$ cat config.mk
export PLATFORM = sky130hd
export DESIGN_NAME = vga_timing_gen_flat
export DESIGN_NICKNAME = d
export VERILOG_FILES = /design/src/rtl/vga_pkg.sv /design/src/rtl/vga_timing_gen_if.sv /design/src/rtl/vga_axis_counter.sv /design/src/rtl/vga_timing_gen.sv /design/src/flat_wrapper.sv
export SDC_FILE = /design/constraint.sdc
export NUM_CORES = 1
export LEC_CHECK = 0
export BUFFER_PORTS_ARGS = -buffer_cell sky130_fd_sc_hd__buf_4
export CELL_PAD_IN_SITES_DETAIL_PLACEMENT = 1
export CELL_PAD_IN_SITES_GLOBAL_PLACEMENT = 2
export CORE_MARGIN = 5
export CORE_UTILIZATION = 36
export DETAILED_ROUTE_END_ITERATION = 10
export GPL_ROUTABILITY_DRIVEN = 0
export PLACE_DENSITY_LB_ADDON = 0.15
export SYNTH_ARGS = -nofsm -noshare
export SYNTH_HDL_FRONTEND = slang
export SYNTH_SLANG_ARGS = --single-unit
$ cat constraint.sdc
create_clock -name clk -period 5.95 [get_ports clk]
set_input_delay 0.8925 -clock clk [delete_from_list [all_inputs] [get_ports clk]]
set_output_delay 0.8925 -clock clk [all_outputs]
set_load 0.005 [all_outputs]
$ cat src/rtl/vga_pkg.sv
// Shared VGA timing definitions: axis phase enumeration, default 640x480
// timing constants and the position-to-phase decode used by both axes.
package vga_pkg;

    typedef enum logic [2:0] {
        PH_DISPLAY = 3'd0,
        PH_BORDER1 = 3'd1,
        PH_FRONT   = 3'd2,
        PH_SYNC    = 3'd3,
        PH_BACK    = 3'd4,
        PH_BORDER2 = 3'd5
    } phase_e;

    // Default 640x480 horizontal timing (pixels)
    localparam int DEF_H_DISPLAY = 640;
    localparam int DEF_H_BORDER1 = 8;
    localparam int DEF_H_FRONT   = 8;
    localparam int DEF_H_SYNC    = 96;
    localparam int DEF_H_BACK    = 40;
    localparam int DEF_H_BORDER2 = 8;

    // Default 640x480 vertical timing (lines)
    localparam int DEF_V_DISPLAY = 480;
    localparam int DEF_V_BORDER1 = 8;
    localparam int DEF_V_FRONT   = 2;
    localparam int DEF_V_SYNC    = 2;
    localparam int DEF_V_BACK    = 25;
    localparam int DEF_V_BORDER2 = 8;

    // Map a position on an axis to its phase. Zero-length phases drop out
    // naturally because their interval is empty.
    function automatic phase_e phase_of(
        input int pos,
        input int display_len,
        input int border1_len,
        input int front_len,
        input int sync_len,
        input int back_len
    );
        phase_e ph;
        if (pos < display_len) begin
            ph = PH_DISPLAY;
        end else if (pos < display_len + border1_len) begin
            ph = PH_BORDER1;
        end else if (pos < display_len + border1_len + front_len) begin
            ph = PH_FRONT;
        end else if (pos < display_len + border1_len + front_len + sync_len) begin
            ph = PH_SYNC;
        end else if (pos < display_len + border1_len + front_len + sync_len + back_len) begin
            ph = PH_BACK;
        end else begin
            ph = PH_BORDER2;
        end
        return ph;
    endfunction

endpackage

$ cat src/rtl/vga_timing_gen_if.sv
// Video timing bundle: pixel enable in, sync/blanking/position/pulses out.
interface vga_timing_gen_if
    import vga_pkg::*;
#(
    parameter int CW = 10
) ();

    logic          pix_en;
    logic          vga_hs;
    logic          vga_vs;
    logic          de;
    logic [CW-1:0] hcount;
    logic [CW-1:0] vcount;
    logic          line_start;
    logic          frame_start;
    phase_e        h_phase;
    phase_e        v_phase;

    // Timing generator side
    modport master (
        input  pix_en,
        output vga_hs, vga_vs, de, hcount, vcount,
               line_start, frame_start, h_phase, v_phase
    );

    // Display / consumer side
    modport slave (
        output pix_en,
        input  vga_hs, vga_vs, de, hcount, vcount,
               line_start, frame_start, h_phase, v_phase
    );

endinterface

$ cat src/rtl/vga_axis_counter.sv
// One timing axis (horizontal or vertical): position counter with registered
// phase and sync that always match the registered count.
module vga_axis_counter
    import vga_pkg::*;
#(
    parameter int CW          = 10,
    parameter int DISPLAY_LEN = 640,
    parameter int BORDER1_LEN = 8,
    parameter int FRONT_LEN   = 8,
    parameter int SYNC_LEN    = 96,
    parameter int BACK_LEN    = 40,
    parameter int BORDER2_LEN = 8,
    parameter bit SYNC_POL    = 1'b0
) (
    input  logic          clk,
    input  logic          rst,
    input  logic          step,
    output logic [CW-1:0] count,
    output phase_e        phase,
    output phase_e        next_phase,
    output logic          wrap,
    output logic          sync
);

    localparam int TOTAL = DISPLAY_LEN + BORDER1_LEN + FRONT_LEN + SYNC_LEN
                         + BACK_LEN + BORDER2_LEN;
    localparam logic [CW-1:0] LAST = CW'(TOTAL - 1);

    // Reject phase lengths that cannot be represented or are meaningless
    if (DISPLAY_LEN < 1 || SYNC_LEN < 1 || BORDER1_LEN < 0 || FRONT_LEN < 0 ||
        BACK_LEN < 0 || BORDER2_LEN < 0 || TOTAL > (1 << CW)) begin : g_param_check
        $error("vga_axis_counter: illegal phase lengths or total exceeds counter range");
    end

    logic [CW-1:0] count_r;
    logic [CW-1:0] count_next_s;
    phase_e        phase_r;
    phase_e        phase_next_s;
    logic          sync_r;

    // Next position and the phase that position falls into
    always_comb begin
        count_next_s = count_r;
        if (step) begin
            if (count_r == LAST) begin
                count_next_s = {CW{1'b0}};
            end else begin
                count_next_s = count_r + {{(CW-1){1'b0}}, 1'b1};
            end
        end else begin
            count_next_s = count_r;
        end
        phase_next_s = phase_of(int'(count_next_s), DISPLAY_LEN, BORDER1_LEN,
                                FRONT_LEN, SYNC_LEN, BACK_LEN);
    end

    // Count, phase and sync registered together so they never disagree
    always_ff @(posedge clk or posedge rst) begin
        if (rst) begin
            count_r <= {CW{1'b0}};
            phase_r <= PH_DISPLAY;
            sync_r  <= ~SYNC_POL;
        end else begin
            count_r <= count_next_s;
            phase_r <= phase_next_s;
            sync_r  <= (phase_next_s == PH_SYNC) ? SYNC_POL : ~SYNC_POL;
        end
    end

    assign count      = count_r;
    assign phase      = phase_r;
    assign next_phase = phase_next_s;
    assign wrap       = (count_r == LAST);
    assign sync       = sync_r;

endmodule

$ cat src/rtl/vga_timing_gen.sv
// VGA timing generator: horizontal and vertical axis counters chained on the
// line wrap, with registered display-enable and line/frame start pulses.
module vga_timing_gen
    import vga_pkg::*;
#(
    parameter int H_DISPLAY = DEF_H_DISPLAY,
    parameter int H_BORDER1 = DEF_H_BORDER1,
    parameter int H_FRONT   = DEF_H_FRONT,
    parameter int H_SYNC    = DEF_H_SYNC,
    parameter int H_BACK    = DEF_H_BACK,
    parameter int H_BORDER2 = DEF_H_BORDER2,
    parameter int V_DISPLAY = DEF_V_DISPLAY,
    parameter int V_BORDER1 = DEF_V_BORDER1,
    parameter int V_FRONT   = DEF_V_FRONT,
    parameter int V_SYNC    = DEF_V_SYNC,
    parameter int V_BACK    = DEF_V_BACK,
    parameter int V_BORDER2 = DEF_V_BORDER2,
    parameter bit HS_POL    = 1'b0,
    parameter bit VS_POL    = 1'b0,
    parameter int CW        = 10
) (
    input  logic              clk,
    input  logic              rst,
    vga_timing_gen_if.master  bus
);

    logic [CW-1:0] h_count_s;
    logic [CW-1:0] v_count_s;
    phase_e        h_phase_s;
    phase_e        v_phase_s;
    phase_e        h_next_phase_s;
    phase_e        v_next_phase_s;
    logic          h_wrap_s;
    logic          v_wrap_s;
    logic          h_sync_s;
    logic          v_sync_s;
    logic          v_step_s;
    logic          de_r;
    logic          line_start_r;
    logic          frame_start_r;

    // The vertical axis moves only on the enabled edge that wraps the line
    assign v_step_s = bus.pix_en & h_wrap_s;

    vga_axis_counter #(
        .CW          (CW),
        .DISPLAY_LEN (H_DISPLAY),
        .BORDER1_LEN (H_BORDER1),
        .FRONT_LEN   (H_FRONT),
        .SYNC_LEN    (H_SYNC),
        .BACK_LEN    (H_BACK),
        .BORDER2_LEN (H_BORDER2),
        .SYNC_POL    (HS_POL)
    ) u_h_axis (
        .clk        (clk),
        .rst        (rst),
        .step       (bus.pix_en),
        .count      (h_count_s),
        .phase      (h_phase_s),
        .next_phase (h_next_phase_s),
        .wrap       (h_wrap_s),
        .sync       (h_sync_s)
    );

    vga_axis_counter #(
        .CW          (CW),
        .DISPLAY_LEN (V_DISPLAY),
        .BORDER1_LEN (V_BORDER1),
        .FRONT_LEN   (V_FRONT),
        .SYNC_LEN    (V_SYNC),
        .BACK_LEN    (V_BACK),
        .BORDER2_LEN (V_BORDER2),
        .SYNC_POL    (VS_POL)
    ) u_v_axis (
        .clk        (clk),
        .rst        (rst),
        .step       (v_step_s),
        .count      (v_count_s),
        .phase      (v_phase_s),
        .next_phase (v_next_phase_s),
        .wrap       (v_wrap_s),
        .sync       (v_sync_s)
    );

    // Display enable follows the phases being entered; pulses last one enabled cycle
    always_ff @(posedge clk or posedge rst) begin
        if (rst) begin
            de_r          <= 1'b1;
            line_start_r  <= 1'b0;
            frame_start_r <= 1'b0;
        end else if (bus.pix_en) begin
            de_r          <= (h_next_phase_s == PH_DISPLAY) && (v_next_phase_s == PH_DISPLAY);
            line_start_r  <= h_wrap_s;
            frame_start_r <= h_wrap_s & v_wrap_s;
        end else begin
            de_r          <= de_r;
            line_start_r  <= 1'b0;
            frame_start_r <= 1'b0;
        end
    end

    assign bus.hcount      = h_count_s;
    assign bus.vcount      = v_count_s;
    assign bus.h_phase     = h_phase_s;
    assign bus.v_phase     = v_phase_s;
    assign bus.vga_hs      = h_sync_s;
    assign bus.vga_vs      = v_sync_s;
    assign bus.de          = de_r;
    assign bus.line_start  = line_start_r;
    assign bus.frame_start = frame_start_r;

endmodule

$ cat src/flat_wrapper.sv
// flat-port wrapper written by rule: the top's interface ports become plain ports
module vga_timing_gen_flat import vga_pkg::*;
#(
    parameter int H_DISPLAY = DEF_H_DISPLAY,
    parameter int H_BORDER1 = DEF_H_BORDER1,
    parameter int H_FRONT   = DEF_H_FRONT,
    parameter int H_SYNC    = DEF_H_SYNC,
    parameter int H_BACK    = DEF_H_BACK,
    parameter int H_BORDER2 = DEF_H_BORDER2,
    parameter int V_DISPLAY = DEF_V_DISPLAY,
    parameter int V_BORDER1 = DEF_V_BORDER1,
    parameter int V_FRONT   = DEF_V_FRONT,
    parameter int V_SYNC    = DEF_V_SYNC,
    parameter int V_BACK    = DEF_V_BACK,
    parameter int V_BORDER2 = DEF_V_BORDER2,
    parameter bit HS_POL    = 1'b0,
    parameter bit VS_POL    = 1'b0,
    parameter int CW        = 10
)
  (clk, rst, bus_pix_en, bus_vga_hs, bus_vga_vs, bus_de, bus_hcount, bus_vcount, bus_line_start, bus_frame_start, bus_h_phase, bus_v_phase);
  vga_timing_gen_if #(.CW(CW)) bus_i ();
  input  logic clk;
  input  logic rst;
  input wire logic [$bits(bus_i.pix_en)-1:0] bus_pix_en;
  output wire logic [$bits(bus_i.vga_hs)-1:0] bus_vga_hs;
  output wire logic [$bits(bus_i.vga_vs)-1:0] bus_vga_vs;
  output wire logic [$bits(bus_i.de)-1:0] bus_de;
  output wire logic [$bits(bus_i.hcount)-1:0] bus_hcount;
  output wire logic [$bits(bus_i.vcount)-1:0] bus_vcount;
  output wire logic [$bits(bus_i.line_start)-1:0] bus_line_start;
  output wire logic [$bits(bus_i.frame_start)-1:0] bus_frame_start;
  output wire logic [$bits(bus_i.h_phase)-1:0] bus_h_phase;
  output wire logic [$bits(bus_i.v_phase)-1:0] bus_v_phase;
  assign bus_i.pix_en = bus_pix_en;
  assign bus_vga_hs = bus_i.vga_hs;
  assign bus_vga_vs = bus_i.vga_vs;
  assign bus_de = bus_i.de;
  assign bus_hcount = bus_i.hcount;
  assign bus_vcount = bus_i.vcount;
  assign bus_line_start = bus_i.line_start;
  assign bus_frame_start = bus_i.frame_start;
  assign bus_h_phase = bus_i.h_phase;
  assign bus_v_phase = bus_i.v_phase;
  vga_timing_gen #(.H_DISPLAY(H_DISPLAY), .H_BORDER1(H_BORDER1), .H_FRONT(H_FRONT), .H_SYNC(H_SYNC), .H_BACK(H_BACK), .H_BORDER2(H_BORDER2), .V_DISPLAY(V_DISPLAY), .V_BORDER1(V_BORDER1), .V_FRONT(V_FRONT), .V_SYNC(V_SYNC), .V_BACK(V_BACK), .V_BORDER2(V_BORDER2), .HS_POL(HS_POL), .VS_POL(VS_POL), .CW(CW)) u_core (.clk(clk), .rst(rst), .bus(bus_i));
endmodule
# Yosys cells after proc, flatten, opt, wreduce, memory -nomap -nowiden
# Index checks and enable logic that the tools add are counted.
[totals]
ff_bits = 31
inputBits = 3
output_inout_bits = 31
[classes]
n_addsub = 2
magnitude_cmp = 10
n_eq_ne = 4
muxes = 18
bitwise_logic = 2
reduce_logical = 3
[ops]
columns = ["op", "n"]
rows = [
  ["$lt 10x10->1 const B", 6],
  ["$lt 10x9->1 const B", 4],
  ["$mux 10", 4],
  ["$mux 3", 8],
  ["$add 10x1->10 const B", 2],
  ["$eq 10x10->1 const B", 2],
  ["$eq 3x2->1 const B", 2],
  ["$logic_not 3->1", 2],
  ["$mux 1", 6],
  ["$and 1x1->1", 2],
  ["$logic_and 1x1->1", 1],
]

# Logic depth before layout (Yosys ltp)
# Gate-level depths: netlist of run 1.
[depth]
word_depth = 11
mapped_depth = 9
mapped_depth_nobuf = 8

# By module
# Synthesis of run 1 repeated with hierarchy kept, for this count alone.
[unflattened]
cells_unflattened = 213
area_unflattened_um2 = 1984.4
[modules_own_cells]
columns = ["mod", "n_inst", "cells_each", "area_each_um2", "seq_area_each_um2"]
rows = [
  ["vga_axis_counter (u_core.u_v_axis)", 1, 110, 989.7, 351.6],
  ["vga_axis_counter (u_core.u_h_axis)", 1, 93, 870.8, 351.6],
  ["vga_timing_gen", 1, 10, 123.9, 76.3],
]

# Worst setup path before layout of run 1
# Ideal clock, no wire load.
[synth_timing]
path_type = "input to register"
start = "input port bus_pix_en"
end = "register u_core.u_v_axis.phase_r[0], in the netlist u_core.u_v_axis.phase[0]"
setup_ns = 0.126
arrival_time_ns = 2.946
slack_ns = 2.878
path_stages = 8
path_buffers = 2
path_cell_list = "clkbuf_2 -> nand2_1 -> or4_4 -> buf_6 -> o21a_1 -> or2_4 -> or4b_1 -> o32a_1"
[synth_via]
elab_chain_len = 8
word_cells_on_any_way = 12
[synth_rtl]
columns = ["item", "line_no", "rtl"]
rows = [
  ["from (decl)", "flat_wrapper.sv:24", "input wire logic [$bits(bus_i.pix_en)-1:0] bus_pix_en;"],
  ["$and 1x1->1 (*)", "vga_timing_gen.sv:43", "assign v_step_s = bus.pix_en & h_wrap_s;"],
  ["$mux 10 (*)", "vga_axis_counter.sv:44", "if (step) begin"],
  ["via u_core.u_v_axis.count_next_s[5]", "vga_axis_counter.sv:36", "logic [CW-1:0] count_next_s;"],
  ["$lt 10x10->1", "vga_pkg.sv:49", "end else if (pos < display_len + border1_len + front_len + sync_len + back_len) begin"],
  ["$mux 1", "vga_pkg.sv:49", ""],
  ["$mux 3", "vga_pkg.sv:47", "end else if (pos < display_len + border1_len + front_len + sync_len) begin"],
  ["$mux 3", "vga_pkg.sv:45", "end else if (pos < display_len + border1_len + front_len) begin"],
  ["$mux 3", "vga_pkg.sv:43", "end else if (pos < display_len + border1_len) begin"],
  ["$mux 3 (*)", "vga_pkg.sv:41", "if (pos < display_len) begin"],
  ["via u_core.u_v_axis.next_phase[0]", "vga_axis_counter.sv:20", "output phase_e next_phase,"],
  ["to (signal assigned)", "vga_axis_counter.sv:65", "phase_r <= phase_next_s;"],
  ["to (decl)", "vga_axis_counter.sv:37", "phase_e phase_r;"],
]
# Mark *: on every way through the listed nets, which the timed path passes. The rest lies on a longest branch.
# A chain may end at the register's enable or synchronous reset.

# Worst setup path in the final report of run 1
# Same ends and word-level chain as after synthesis.

==> impl_metrics.py, run 1 <==
metrics = {
    "status": {
        "status": "finished clean",
    },
    "power_and_ir_drop": {
        "powerDensity_nw_per_um2": 255,
        "power_frac_seq": 0.484,
        "p_sw_uw": 162,
        "p_comb_frac": 0.195,
        "power_leakage_nw": 0.936,
        "ir_drop_v": 0.000162,
        "intPower_uw": 369,
        "pwr-share-clk": 0.321,
        "swShare": 0.305,
    },
    "clock_tree": {
        "root_buffer": "clkbuf_8",
        "cts_setup_buffers": 0,
        "cts_tree": "done",
        "htree_levels": 2,
        "holdBufCountCts": 0,
        "clk_latency_ns": 0.28,
        "clockBufferDepth": 2,
        "cts_made_buffers": 5,
        "clk_pin_slew_worst_paths_ns": 0.06,
        "cts.sinks": 31,
        "post_cts_resized": 0,
    },
    "critical_path": {
        "critical_path_arrival_ns": 3.05,
        "r2r-start": "u_core.u_h_axis.count[2]$_DFFE_PP0P_",
        "cp_max_fo": 10,
        "crit_type": "in -> reg",
        "cp_slowest_stage_delay_ns": 0.54,
        "reg2reg_depth": 6,
        "worstSetupStartpointType": "input pin",
        "critPathBufInv": 1,
        "end_kind": "register",
        "crit_chain": "buf_4, nand2_1, or4_4, o21a_1, or2_4, or4b_1, o32a_1",
        "slowest_stage": "or4_4",
        "cpLargestDelayFamily": "simple AND/OR/NAND/NOR gates",
        "regToRegEndpoint": "u_core.u_v_axis.phase[0]$_DFF_PP0_",
        "critical_path_required_ns": 6.11,
        "r2r_slack_ns": 3.06,
    },
    "timing": {
        "final_hold_viol_count": 0,
        "rsz0062_at_grt": "no",
        "worstMarginPinSlew_ns": 0.606,
        "max_freq_mhz": 347,
        "finalClockSkew_ns": 0.00611,
        "fin_crit_ns": 2.89,
        "finalSetupViolations": 0,
        "min_period_over_period": 0.485,
        "drv_slew": 0,
        "relSlewSlack": 0.590,
        "fin_setup_tns_ns": 0,
    },
    "layout": {
        "num_antenna_cells": 0,
        "nets": 216,
        "drive_above_1_share": 0.270,
        "syn_to_final_growth_pct": 22.8,
        "utilization": 0.447,
    },
    "logic_synthesis": {
        "synthDistinctLibCells": 51,
        "synth_top_cells_by_count": "dfrtp_1, inv_1, nand2_1, nand3_1, nor3_1",
        "synth_top_area_cell": "dfrtp_1",
        "avgSynthCellArea_um2": 9.74,
        "yosys_warnings": 0,
        "yosys-top-cells-area": "dfrtp_1, dfstp_2, inv_1",
        "yosysMostFrequentCell": "dfrtp_1",
        "synth_ff_type": "dfrtp_1",
        "async_reset_ff_frac": 1.00,
        "yosys_register_bits": 31,
        "syn_area_um2": 1700,
        "synth_edf_count": 0,
        "synth.net_count": 180,
        "synth_top_area_frac": 0.413,
        "ys_seq_area_frac": 0.460,
        "synth_cells": 174,
    },
    "hold_path": {
        "whs_path_depth": 2,
        "min_path_type": "reg -> reg",
        "worst_hold_startpoint": "u_core.bus.de$_DFFE_PP1P_",
        "min_to": "u_core.bus.de$_DFFE_PP1P_",
    },
    "run": {
        "cap_violations": 0,
    },
    "route": {
        "drc": 0,
        "drt_iter0_drc": 73,
        "vias": 1478,
        "ant_nets": 0,
        "firstDrtPassIters": 4,
        "wl_per_cell_um": 18.1,
        "routed_wl_mm": 4.81,
        "drt-vias-per-instance": 5.58,
    },
    "floorplan": {
        "die_h_um": 78.6,
        "num_rows": 25,
        "die_area_um2": 6180,
        "core_area_um2": 4660,
        "num_io_pins": 34,
        "start_util": 0.364,
        "die_x_um": 78.6,
    },
    "place": {
        "dp_hpwl_mm": 3.57,
        "io_buffers": 33,
    },
    "global_routing": {
        "grt_max_degree": 32,
        "track_usage": 0.170,
        "grt_antenna_before_repair": 0,
        "grt_pass1_wl_mm": 8.20,
        "grt_pass1_vias": 1585,
        "gr-total-overflow": 0,
    },
}
==> worst max path at each step <==
| stage | startpoint | end | slack, ns | cells after the start |
|---|---|---|---|---|
| 2_1_floorplan | bus_pix_en | u_core.u_v_axis.phase[0]$_DFF_PP0_ | 2.88 | 8 |
| 3_3_place_gp | bus_pix_en | u_core.u_v_axis.phase[0]$_DFF_PP0_ | 2.87 | 7 |
| 3_5_place_dp | bus_pix_en | u_core.u_v_axis.phase[0]$_DFF_PP0_ | 2.79 | 7 |
| 4_1_cts | u_core.u_h_axis.count[2]$_DFFE_PP0P_ | u_core.u_v_axis.phase[0]$_DFF_PP0_ | 3.09 | 6 |
| 5_1_grt | u_core.u_h_axis.count[0]$_DFFE_PP0P_ | u_core.u_h_axis.phase[0]$_DFF_PP0_ | 2.77 | 8 |
| 6_report | bus_pix_en | u_core.u_v_axis.phase[0]$_DFF_PP0_ | 3.06 | 7 |
==> kinds of logic (layout without fill, tap and decap cells) <==
logic type / count (synthesis) / in the layout / synth area share
muxes: 3 / 3 / 0.0185
xor gates and xnor gates: 6 / 6 / 0.0310
and+or+nand+nor: 75 / 75 / 0.275
AOI/OAI and AO/OA: 34 / 34 / 0.140
DFF: 31 / 31 / 0.460
adders and majority gates: 3 / 3 / 0.0221
buffers and inverters: 22 / 59 / 0.0539
==> registers in the layout, indices dropped and copies added, names as in the netlist <==
signal and count:
u_core.bus.line_start 1, u_core.u_h_axis.count 10, u_core.u_v_axis.count 10, u_core.bus.frame_start 1, u_core.bus.de 1, u_core.u_v_axis.sync 1
u_core.u_h_axis.sync 1, u_core.u_h_axis.phase 3, u_core.u_v_axis.phase 3
==> cell usage in the layout (no fill, tap or decap), types with 6 or more instances in the layout <==
cell type / instances
clkbuf_8: 6
nor3_1: 8
inv_1: 16
nand3_1: 8
buf_4: 34
nand2_1: 15
nand4_1: 7
dfrtp_1: 28
o21ai_0: 7
==> area by class of cell <==
class	count	area [µm²]
fill	544	2580
sequential	31	779
tap	54	67.6
clock inverter	1	5.00
multi-input combinational	121	825
timing repair buffer	34	255
inverter	17	63.8
clock buffer	7	86.3
==> power by group through the flow <==
stage	logic [mW]	registers, mW	clock network (mW)
floorplan	0.0655	0.251	0
global placement	0.104	0.260	0
detailed placement	0.104	0.261	0
CTS	0.105	0.257	0.177
global route	0.119	0.261	0.185
finish	0.103	0.257	0.170
==> through the flow <==
| stage | instance area, µm² | cells | hold WS (ns) | power (mW) | setup slack, ns |
|---|---|---|---|---|---|
| 2_1_floorplan | 1700 | 174 | 0.464 | 0.316 | 2.88 |
| 4_1_cts | 2080 | 265 | 0.490 | 0.539 | 3.09 |
| 3_3_place_gp | 1990 | 257 | 0.473 | 0.364 | 2.87 |
| 3_5_place_dp | 1990 | 257 | 0.481 | 0.365 | 2.79 |
| 6_report | 2080 | 265 | 0.488 | 0.530 | 3.06 |
| 5_1_grt | 2080 | 265 | 0.533 | 0.566 | 2.77 |
==> layer usage <==
layer | up-vias | GRT usage | share of wire
met3 | 7 | 0.0333 | 0.030
li1 | 705 | - | -
met1 | 738 | 0.213 | 0.44
met4 | 0 | 0.0664 | 0.015
met5 | - | 0 | 0
met2 | 28 | 0.285 | 0.51
==> worst reg2reg max path, cell delays in order, from the launching register on <==
cell and delay (ns):
dfrtp_1 0.44, nand3_1 0.33, or4_4 0.70, o21a_1 0.24, or2_4 0.26, or4b_1 0.51
o32a_1 0.29
Power figures use the tool's default switching activity.
==> inputs of run 2 (changes only) <==
- CORE_UTILIZATION: 36 -> 33
- clock period: 5.95 -> 2.8 ns (I/O delays scaled with it)
==> impl_metrics.py, run 2 (same netlist as run 1, synthesis figures left out) <==
metrics = {
    "status": {
        "status": "finished clean",
    },
    "timing": {
        "fin_setup_tns_ns": 0,
        "worstMarginPinSlew_ns": 0.684,
        "relSlewSlack": 0.539,
        "max_freq_mhz": 376,
        "rsz0062_at_grt": "no",
        "finalClockSkew_ns": 0.00973,
        "fin_crit_ns": 2.66,
        "final_hold_viol_count": 0,
        "finalSetupViolations": 0,
        "min_period_over_period": 0.949,
        "drv_slew": 0,
    },
    "route": {
        "ant_nets": 0,
        "drt_iter0_drc": 53,
        "wl_per_cell_um": 17.2,
        "firstDrtPassIters": 4,
        "drc": 0,
        "routed_wl_mm": 5.01,
        "vias": 1526,
        "drt-vias-per-instance": 5.23,
    },
    "critical_path": {
        "r2r-start": "u_core.u_h_axis.count[0]$_DFFE_PP0P_",
        "worstSetupStartpointType": "register",
        "r2r_slack_ns": 0.14,
        "critPathLaunch": "u_core.u_h_axis.count[0]$_DFFE_PP0P_",
        "slowest_stage": "or4b_1",
        "crit_chain": "ha_1, nand2_1, or4_4, o21a_1, or2_4, or4b_1, o32a_1",
        "cp_slowest_stage_delay_ns": 0.51,
        "critical_path_required_ns": 2.98,
        "crit_type": "reg -> reg",
        "cp_max_fo": 10,
        "end_kind": "register",
        "critical_path_arrival_ns": 2.84,
    },
    "floorplan": {
        "die_h_um": 81.7,
        "num_io_pins": 34,
        "die_x_um": 81.7,
        "core_area_um2": 5040,
        "die_area_um2": 6670,
        "num_rows": 26,
        "start_util": 0.336,
    },
    "layout": {
        "drive_above_1_share": 0.311,
        "nFillCells": 601,
        "multi_input_area_um2": 825,
        "regArea_um2": 779,
        "syn_to_final_growth_pct": 30.4,
        "layout_common_cells": "buf_4, dfrtp_1, inv_1",
        "final_common_cell": "buf_4",
        "num_antenna_cells": 0,
        "nets": 227,
    },
    "clock_tree": {
        "htree_levels": 2,
        "cts_setup_buffers": 0,
        "root_buffer": "clkbuf_8",
        "holdBufCountCts": 0,
        "cts_made_buffers": 5,
        "cts.sinks": 31,
        "cts_tree": "done",
        "clk_latency_ns": 0.29,
        "clk_pin_slew_worst_paths_ns": 0.07,
        "post_cts_resized": 0,
        "clockBufferDepth": 2,
    },
    "global_routing": {
        "grt_pass1_vias": 1642,
        "gr-total-overflow": 0,
        "grt_max_degree": 32,
        "grt_use_met1": 0.219,
        "grt_antenna_before_repair": 0,
        "track_usage": 0.170,
        "grt_pass1_wl_mm": 8.43,
        "met3_usage": 0.0493,
        "met2_usage": 0.271,
        "busiest_layer": "met2",
    },
    "power_and_ir_drop": {
        "powerDensity_nw_per_um2": 571,
        "ir_drop_v": 0.000414,
        "p_total_mw": 1.26,
        "power_leakage_nw": 1.01,
    },
    "place": {
        "dp_hpwl_mm": 3.79,
        "io_buffers": 33,
    },
    "hold_path": {
        "min_path_type": "in -> async",
    },
    "run": {
        "cap_violations": 0,
    },
}
## run 2: layout make-up
cell class                      count  share of cell area
Tap cell                           70              0.0396
Sequential cell                    31               0.353
Inverter                           17              0.0289
Clock buffer                        6              0.0374
Timing Repair Buffer               45               0.153
Multi-Input combinational cell    121               0.373
Clock inverter                      2              0.0158
## run 2: path summary, 6_finish.rpt
path	cells past startpoint	endpoint
worst max-delay path	7	u_core.u_v_axis.phase[0]$_DFF_PP0_
min in group clk	2	u_core.u_h_axis.count[0]$_DFFE_PP0P_
worst max register to register	7	u_core.u_v_axis.phase[0]$_DFF_PP0_
max in group asynchronous	3	u_core.u_h_axis.sync$_DFF_PP1_
worst min-delay path	3	u_core.bus.line_start$_DFF_PP0_
worst min register to register	2	u_core.bus.de$_DFFE_PP1P_
## run 2: power by group
part           switching, mW  internal, mW
Clock                  0.173         0.288
Sequential            0.0392         0.483
Combinational          0.152         0.127
Total                  0.365         0.898
## run 2: per-layer routing
layer,wire length [µm],vias up
li1,-,728
met1,2290,760
met2,2410,30
met3,202,8
met4,99,0
met5,0,-
## run 2: worst max-delay path, delay by kind of cell (launching register included)
kind / cells / cell delay (ns)
adders and majority gates: 1 / 0.23
AOI/OAI and AO/OA: 2 / 0.53
and+or+nand+nor: 4 / 1.36
DFF: 1 / 0.43
## run 2: per-stage QoR
step	area [µm²]	hold WS (ns)	utilization	setup WS, ns	instances
final	2210	0.214	0.438	0.142	292
after global routing	2210	0.253	0.438	0.00283	292
after floorplan	1700	0.464	-	0.149	174
after detailed placement	2090	0.481	0.415	0.135	284
after CTS	2210	0.227	0.438	0.130	292
after global placement	2090	0.475	0.415	0.222	284
==> inputs of run 3 (changes only) <==
- CORE_UTILIZATION: 33 -> 30
- clock period: 2.8 -> 2.3 ns (I/O delays scaled with it)
==> impl_metrics.py, run 3 (same netlist as run 1, synthesis figures left out) <==
metrics = {
    "route": {
        "wl_per_cell_um": 17.3,
        "ant_nets": 0,
        "firstDrtPassIters": 4,
        "drt_iter0_drc": 66,
        "drt-vias-per-instance": 5.11,
        "vias": 1718,
        "drc": 0,
        "routed_wl_mm": 5.80,
    },
    "hold_path": {
        "min_path_type": "in -> async",
    },
    "layout": {
        "syn_to_final_growth_pct": 57.0,
        "nets": 269,
        "final_cell_area_um2": 2660,
        "nFillCells": 631,
        "regArea_um2": 779,
        "num_antenna_cells": 0,
        "multi_input_area_um2": 951,
        "final_common_cell": "buf_4",
        "layout_common_cells": "buf_4, dfrtp_1, inv_1",
        "drive_above_1_share": 0.477,
    },
    "floorplan": {
        "num_rows": 27,
        "die_x_um": 85.2,
        "core_area_um2": 5510,
        "die_area_um2": 7250,
        "start_util": 0.308,
        "die_h_um": 85.2,
        "num_io_pins": 34,
    },
    "clock_tree": {
        "clk_latency_ns": 0.28,
        "holdBufCountCts": 0,
        "cts_tree": "done",
        "cts.sinks": 31,
        "cts_made_buffers": 5,
        "clockBufferDepth": 2,
        "clk_pin_slew_worst_paths_ns": 0.07,
        "htree_levels": 2,
        "root_buffer": "clkbuf_8",
    },
    "critical_path": {
        "worstSetupStartpointType": "register",
        "cp_slowest_stage_delay_ns": 0.55,
        "cpLargestDelayFamily": "simple AND/OR/NAND/NOR gates",
        "critical_path_arrival_ns": 2.67,
        "critical_path_required_ns": 2.46,
        "slowest_stage": "or4_4",
        "cp_max_fo": 6,
        "critPathBufInv": 0,
        "crit_chain": "nand4bb_4, or4_4, o21a_1, or2_4, or4b_4, o32a_1",
        "crit_type": "reg -> reg",
        "end_kind": "register",
    },
    "global_routing": {
        "grt_pass1_vias": 1905,
        "track_usage": 0.167,
        "grt_antenna_before_repair": 0,
        "grt_pass1_wl_mm": 9.50,
        "grt_max_degree": 32,
        "gr-total-overflow": 0,
    },
    "power_and_ir_drop": {
        "intPower_mw": 1.15,
        "powerDensity_nw_per_um2": 605,
        "power_frac_seq": 0.382,
        "ir_drop_v": 0.000464,
        "swShare": 0.287,
        "p_comb_frac": 0.271,
        "pwr-share-clk": 0.347,
        "power_leakage_nw": 1.22,
        "p_sw_uw": 463,
    },
    "status": {
        "violations": "setup timing",
        "status": "complete, but fails checks",
    },
    "place": {
        "placed_area_um2": 2360,
        "dp_hpwl_mm": 4.35,
        "io_buffers": 33,
    },
    "timing": {
        "finalSetupViolations": 5,
        "rsz0062_at_grt": "yes",
        "final_hold_viol_count": 0,
        "max_freq_mhz": 399,
        "fin_setup_tns_ns": -0.304,
        "finalClockSkew_ns": 0.00831,
        "relSlewSlack": 0.548,
        "worstMarginPinSlew_ns": 0.672,
        "min_period_over_period": 1.09,
        "drv_slew": 0,
        "fin_crit_ns": 2.51,
        "final.setup.worst_slack_ns": -0.207,
    },
    "run": {
        "cap_violations": 0,
    },
}
-- run 3: cell count changes in the layout (fill, tap and decap cells not counted), moves of 2 or more --
cell	previous run	this run
buf_4	45	85
a21oi_2	0	2
o41ai_1	3	1
nor4_1	4	2
nor3_1	8	6
buf_6	0	2
a21oi_1	5	3
-- run 3: tightest hold or removal path: cells and delay by family --
family                 cells  cell delay [ns]
buffers and inverters      3             0.52
-- run 3: path summary, 6_finish.rpt --
kind	endpoint	slack (ns)	cells past startpoint	start
min reg2reg	u_core.bus.de$_DFFE_PP1P_	0.49	2	u_core.bus.de$_DFFE_PP1P_
max in group asynchronous	u_core.u_h_axis.sync$_DFF_PP1_	1.82	3	rst
max reg2reg	u_core.u_v_axis.phase[0]$_DFF_PP0_	-0.21	6	u_core.u_h_axis.count[7]$_DFF_PP0_
max	u_core.u_v_axis.phase[0]$_DFF_PP0_	-0.21	6	u_core.u_h_axis.count[7]$_DFF_PP0_
min in group clk	u_core.u_h_axis.count[0]$_DFFE_PP0P_	0.42	3	bus_pix_en
min	u_core.u_v_axis.phase[2]$_DFF_PP0_	0.16	3	rst
-- run 3: final cells by class --
cell class	instances	share of cell area
well taps	72	0.0338
clock inverters	2	0.0132
repair buffers	87	0.248
inverters	17	0.0240
flip-flops and latches	31	0.293
multi-input cells	121	0.357
clock buffers	6	0.0310
-- run 3: layer usage --
layer / wire length (µm) / global-route usage / share of wire
met1: 2380 / 0.185 / 0.41
met5: 0 / 0 / 0
met2: 3050 / 0.308 / 0.53
met3: 264 / 0.0476 / 0.046
met4: 107 / 0.0489 / 0.018
-- run 3: metrics by stage --
step                      setup WS, ns  std cells  total power, mW   util  hold slack (ns)
after CTS                       -0.211        331             1.64  0.468            0.155
final                           -0.207        336             1.61  0.484            0.155
after global routing            -0.264        336             1.71  0.484            0.187
after global placement          -0.191        320             1.04  0.428            0.455
after detailed placement        -0.234        320             1.06  0.428            0.467
after floorplan                 -0.310        174            0.821      -            0.446
-- run 3: what timing repair did --
| item | CTS | global route |
|---|---|---|
| setup buffers | 4 | 6 |
| endpoints found under the setup margin | 7 | 8 |
| resized for setup | 14 | 9 |
| pin swaps | 13 | 8 |
-- run 3: power groups by stage --
| stage | combinational [mW] | sequential, mW | clock (mW) |
|---|---|---|---|
| detailed placement | 0.432 | 0.625 | 0 |
| CTS | 0.445 | 0.615 | 0.576 |
| floorplan | 0.172 | 0.649 | 0 |
| global placement | 0.418 | 0.618 | 0 |
| finish | 0.437 | 0.615 | 0.560 |
| global route | 0.491 | 0.617 | 0.599 |
